===== src/rtl/icache_ctrl.sv =====
// Direct-mapped 8-set instruction cache: lookup, storage and line fill.
// Hits answer combinationally; misses fetch a 32-byte line from pmem.
module icache_ctrl #(
  parameter int S      = 8,
  parameter int LINE_W = 256
) (
  input  logic              clk,
  input  logic              rst,
  input  logic              mem_read,
  input  logic [31:0]       mem_address,
  output logic              mem_resp,
  output logic [31:0]       mem_rdata,
  output logic              pmem_read,
  output logic [31:0]       pmem_address,
  input  logic [LINE_W-1:0] pmem_rdata,
  input  logic              pmem_resp,
  output logic [31:0]       hit_count,
  output logic [31:0]       miss_count
);

  typedef enum logic {IDLE, FETCH} state_t;

  state_t state, state_n;

  logic [S-1:0]      valid;
  logic [23:0]       tag  [S];
  logic [LINE_W-1:0] data [S];

  logic [2:0]        rindex, windex, fidx;
  logic [23:0]       ftag;
  logic              load, bypass, hit;
  logic              rvalid;
  logic [23:0]       rtag;
  logic [LINE_W-1:0] rline;
  logic              addr_unused;

  assign addr_unused = ^mem_address[1:0];

  assign rindex = mem_address[7:5];
  assign windex = fidx;

  // Write bypass: a line being loaded is visible at its index this cycle.
  assign bypass = load && (rindex == windex);
  assign rvalid = bypass ? 1'b1 : valid[rindex];
  assign rtag   = bypass ? ftag : tag[rindex];
  assign rline  = bypass ? pmem_rdata : data[rindex];

  assign hit = mem_read && rvalid && (rtag == mem_address[31:8]);

  assign mem_rdata = rline[{mem_address[4:2], 5'b0} +: 32];

  always_comb begin
    state_n      = state;
    load         = 1'b0;
    mem_resp     = 1'b0;
    pmem_read    = 1'b0;
    pmem_address = '0;
    unique case (state)
      IDLE: begin
        mem_resp = hit;
        if (mem_read && !hit) state_n = FETCH;
      end
      FETCH: begin
        pmem_read    = 1'b1;
        pmem_address = {ftag, fidx, 5'b0};
        if (pmem_resp) begin
          load    = 1'b1;
          state_n = IDLE;
        end
      end
      default: state_n = IDLE;
    endcase
  end

  always_ff @(posedge clk) begin
    if (rst) begin
      state      <= IDLE;
      fidx       <= '0;
      ftag       <= '0;
      hit_count  <= '0;
      miss_count <= '0;
      valid      <= '0;
      for (int i = 0; i < S; i++) begin
        tag[i]  <= '0;
        data[i] <= '0;
      end
    end else begin
      state <= state_n;
      if (state == IDLE && mem_read && !hit) begin
        fidx       <= rindex;
        ftag       <= mem_address[31:8];
        miss_count <= miss_count + 32'd1;
      end
      if (state == IDLE && hit)
        hit_count <= hit_count + 32'd1;
      if (load) begin
        valid[windex] <= 1'b1;
        tag[windex]   <= ftag;
        data[windex]  <= pmem_rdata;
      end
    end
  end

endmodule


===== config.mk =====
export PLATFORM = sky130hd
export DESIGN_NAME = icache_ctrl
export DESIGN_NICKNAME = d
export VERILOG_FILES = /design/src/rtl/icache_ctrl.sv
export SDC_FILE = /design/constraint.sdc
export NUM_CORES = 2
export LEC_CHECK = 0
export CELL_PAD_IN_SITES_DETAIL_PLACEMENT = 1
export CELL_PAD_IN_SITES_GLOBAL_PLACEMENT = 1
export CORE_MARGIN = 2
export CORE_UTILIZATION = 45
export DETAILED_ROUTE_END_ITERATION = 7
export GPL_TIMING_DRIVEN = 0
export PLACE_DENSITY_LB_ADDON = 0.1
export REMOVE_ABC_BUFFERS = 1
export SYNTH_ARGS = -nofsm -noshare
export SYNTH_HDL_FRONTEND = slang
export SYNTH_SLANG_ARGS = --single-unit
export TNS_END_PERCENT = 30

===== constraint.sdc =====
create_clock -name clk -period 46.1 [get_ports clk]
set_input_delay 4.61 -clock clk [delete_from_list [all_inputs] [get_ports clk]]
set_output_delay 4.61 -clock clk [all_outputs]
set_load 0.02 [all_outputs]

==> impl_results.md <==
* CTS tree: yes
* Worst Path Max Fanout at 79
* Fin crit share at between 30% and 40%
* Ys async rst share at 0%
* Status: completed
* Slew HR at between 4 and 5%
* Post-Route WL at around 310 mm
* Worst clock skew at between 30 and 40 ps
* Synth area leader: edfxtp_1
* Sink Count at ~2300
* Worst-Skew Late Latency at ~920 ps
* DRC viols at 0
* Post-synth EDFFs at 2240
* Reg power frac at between 40% and 50%
* Grt total ovfl at 0
* Postcts setup bufs at 0
* Worst Hold Margin at 451 ps
* Nets at roughly 7400
* Die H at around 490 microns
* Clk pwr share at 41.9%
* Die area at approximately 240000 sq um
* Post-route ant nets at 0
* Worst EP required at ~41000 ps
* Internal power at roughly 3.8 mW
* Clock root cell: clkbuf_16
* Worst-Margin Slew at 1430 ps
* Initial antenna violation count at 63
* Max_cap viols at 0
* Total GRT Usage at about a quarter
* Area grow syn2layout at 18.7%
* Die Span X at slightly below 500 microns
* Fraction of layout cells with a size suffix above 1 at approximately 20%
* Min cycle time layout at between 10000 and 15000 ps
* Final setup vio count at 0
* Yosys cell types at between 60 and 70
* CTS H-tree depth at 5
* First-pass GRT wire length at 458 mm
* Hold_buf cts at 0
* Pin count of the biggest net entering global routing at 97
* Highest Clock Rate at around 67 MHz
* Top cells by area, synth: edfxtp_1, mux4_2, and2_1
* Clk slew on worst S/H paths at 50 ps
* Average size of a mapped cell at about 16 sq um
* WL/cell at between 20 and 30 microns
* Vias per inst at 5.82
* Cell area power density at approximately 38 nW/um^2
* Crit-path slowest cell: or4_4
* Setup TNS at 0 ps
* # rows at 179
* 1st-iter DRT viols at roughly 4700
* Core area at ~240000 sq um
* Net Sw Frac at 22.5%
* VDD IR max at approximately 0.029 mV
* Worst path max stage delay at slightly above 800 ps
* Critical path cell sequence: buf_12 -> buf_16 -> xor2_1 -> or4_4 -> buf_16 -> buf_12 -> mux2i_1 -> xor2_1 -> nand4b_1 -> or4_4 -> or2_1 -> nor2_1 -> clkdlybuf4s50_1
* Clock Path Buffers at 4
* Detailed Routing Iterations Pass 1 at 5
* Cell family with most CP delay: simple AND/OR/NAND/NOR gates
* Post-synth top flop: edfxtp_1
* Sw power at 1.09 mW
* Logic pwr share at a little over 8%
* Hold Path Class: reg -> reg
* Starting Density at between 40% and 50%
* Worst EP arrival at just over 10000 ps
* TritonCTS Buffers at 282
* Slew Viols, Final at 0
* Post-synthesis sequential area ratio at between 60% and 70%
* RSZ-0062 raised after global routing: no
* Yosys reg bits at between 2000 and 2500
* Final hold vios at 0
* Detail Placement HPWL at around 190 mm
* Yosys top cell area share at roughly 63%
* WS Path Type: in -> out
* RePlAce Congestion at ~0.73
* Synth Warn # at 0
* Vias in the first global route at 66000
* Total number of vias at ~61000
* Crit end category: output port
* Mapped Area at 107000 sq um
* IO Port Bufs at between 400 and 500
* Crit path launch type: input port
* Syn Inst Count at about 6600
* I/O pin count at approximately 420
* Static leakage at 45.6 nW
* CP bufs+invs at 5
* Post-CTS Resized at 0
==> cell families after synthesis <==
| logic type | synth area share, % |
|---|---|
| simple gates | 14.8 |
| mux | 17.5 |
| compound gates | 0.971 |
| buf+inv | 2.00 |
| flops | 64.5 |
| fa+ha+maj | 0.0233 |
| xor+xnor | 0.302 |
| other cells | 0.00349 |
==> layer usage <==
metal	vias to the layer above	wire length, microns	global-route usage (%)
li1	25800	-	-
met1	32700	131000	35.1
met2	1578	154000	43.1
met3	504	16300	3.88
met4	48	6820	6.07
met5	-	329	0
==> sequential cells by signal (all words and copies together), names as in the netlist <==
signal / count
data: 2048
tag: 192
hit_count: 32
miss_count: 32
ftag: 24
valid: 8
fidx: 3
state: 1
==> path summary, 6_finish.rpt <==
path                  startpoint  endpoint  slack [ps]  cells after the start
setup / recovery  mem_address[5]  mem_resp       31270                     13
hold / removal          valid[1]  valid[1]         450                      1
setup reg to reg         fidx[0]  ftag[13]       40350                     10
hold reg to reg         valid[1]  valid[1]         450                      1
==> layout make-up <==
class	count	area, sq um
fillers	21600	110000
flip-flops and latches	2340	69300
multi-input cells	3714	36200
repair buffers	698	9880
clock buffers	366	7540
well taps	3167	3960
clock inverters	94	612
inverters	22	82.6
diodes	19	47.5
==> cells in the final DEF (no fill, tap or decap), types with 7 or more instances in the layout <==
cell type and count:
o21ai_0 22, bufinv_16 7, diode_2 19, edfxtp_1 2240, nand4_1 15, nor3_1 68, clkbuf_1 74, nor2_1 72
buf_16 81, buf_8 10, nand2_1 57, nor4_1 36, or4_1 17, mux4_2 760, and2_1 2201, dfxtp_1 99
clkinv_1 52, xnor2_1 26, a21oi_1 45, clkbuf_16 288, a22oi_1 9, and3_1 8, buf_12 136, mux2_2 55
a211oi_1 7, inv_1 16, nand3_1 26, o21ai_4 7, clkinv_2 36, buf_6 59, nor2b_1 23, xor2_1 11
or3_1 13, a21o_1 11, nand2b_1 11, mux2i_1 101, o31ai_1 12, clkdlybuf4s50_1 407
==> through the flow <==
step	std cells	cell area (sq um)	util, %	setup WS (ps)	power (mW)
final	10400	128000	53.7	31270	4.86
after global routing	10400	128000	53.7	30970	5.00
after CTS	10400	128000	53.7	31140	4.91
after detailed placement	9941	119000	50.2	31190	2.87
after global placement	9657	114000	47.8	-13290	3.21
after floorplan	6076	105000	-	18860	2.70
==> cells in the mapped netlist, drive strengths merged, types with 12 or more instances <==
cell type / instances
edfxtp: 2240
and2: 2201
mux4: 760
clkbuf: 402
buf: 110
mux2i: 101
dfxtp: 100
nor2: 78
nor3: 71
nand2: 57
mux2: 56
a21oi: 45
nor4: 39
o21ai: 34
nand3: 26
xnor2: 26
nor2b: 23
or4: 19
inv: 16
nand4: 15
or3: 14
o31ai: 12
==> worst reg2reg max path: stages, from the launching register on <==
cell      delay (ps)
dfxtp_1         1120
xor2_1           220
or4_4            820
nand4_1          240
o211ai_1         100
or4_1            560
or4_1           1130
o21ai_4          860
buf_16           250
mux2i_1          240
nor2_1            70
==> power by group through the flow <==
| stage | Clock [mW] | Combinational, mW | Sequential (mW) |
|---|---|---|---|
| floorplan | 0 | 0.182 | 2.52 |
| global placement | 0 | 0.600 | 2.61 |
| detailed placement | 0 | 0.402 | 2.47 |
| CTS | 2.08 | 0.404 | 2.43 |
| global route | 2.15 | 0.420 | 2.43 |
| finish | 2.04 | 0.397 | 2.43 |
(Power assumes the default switching activity.)
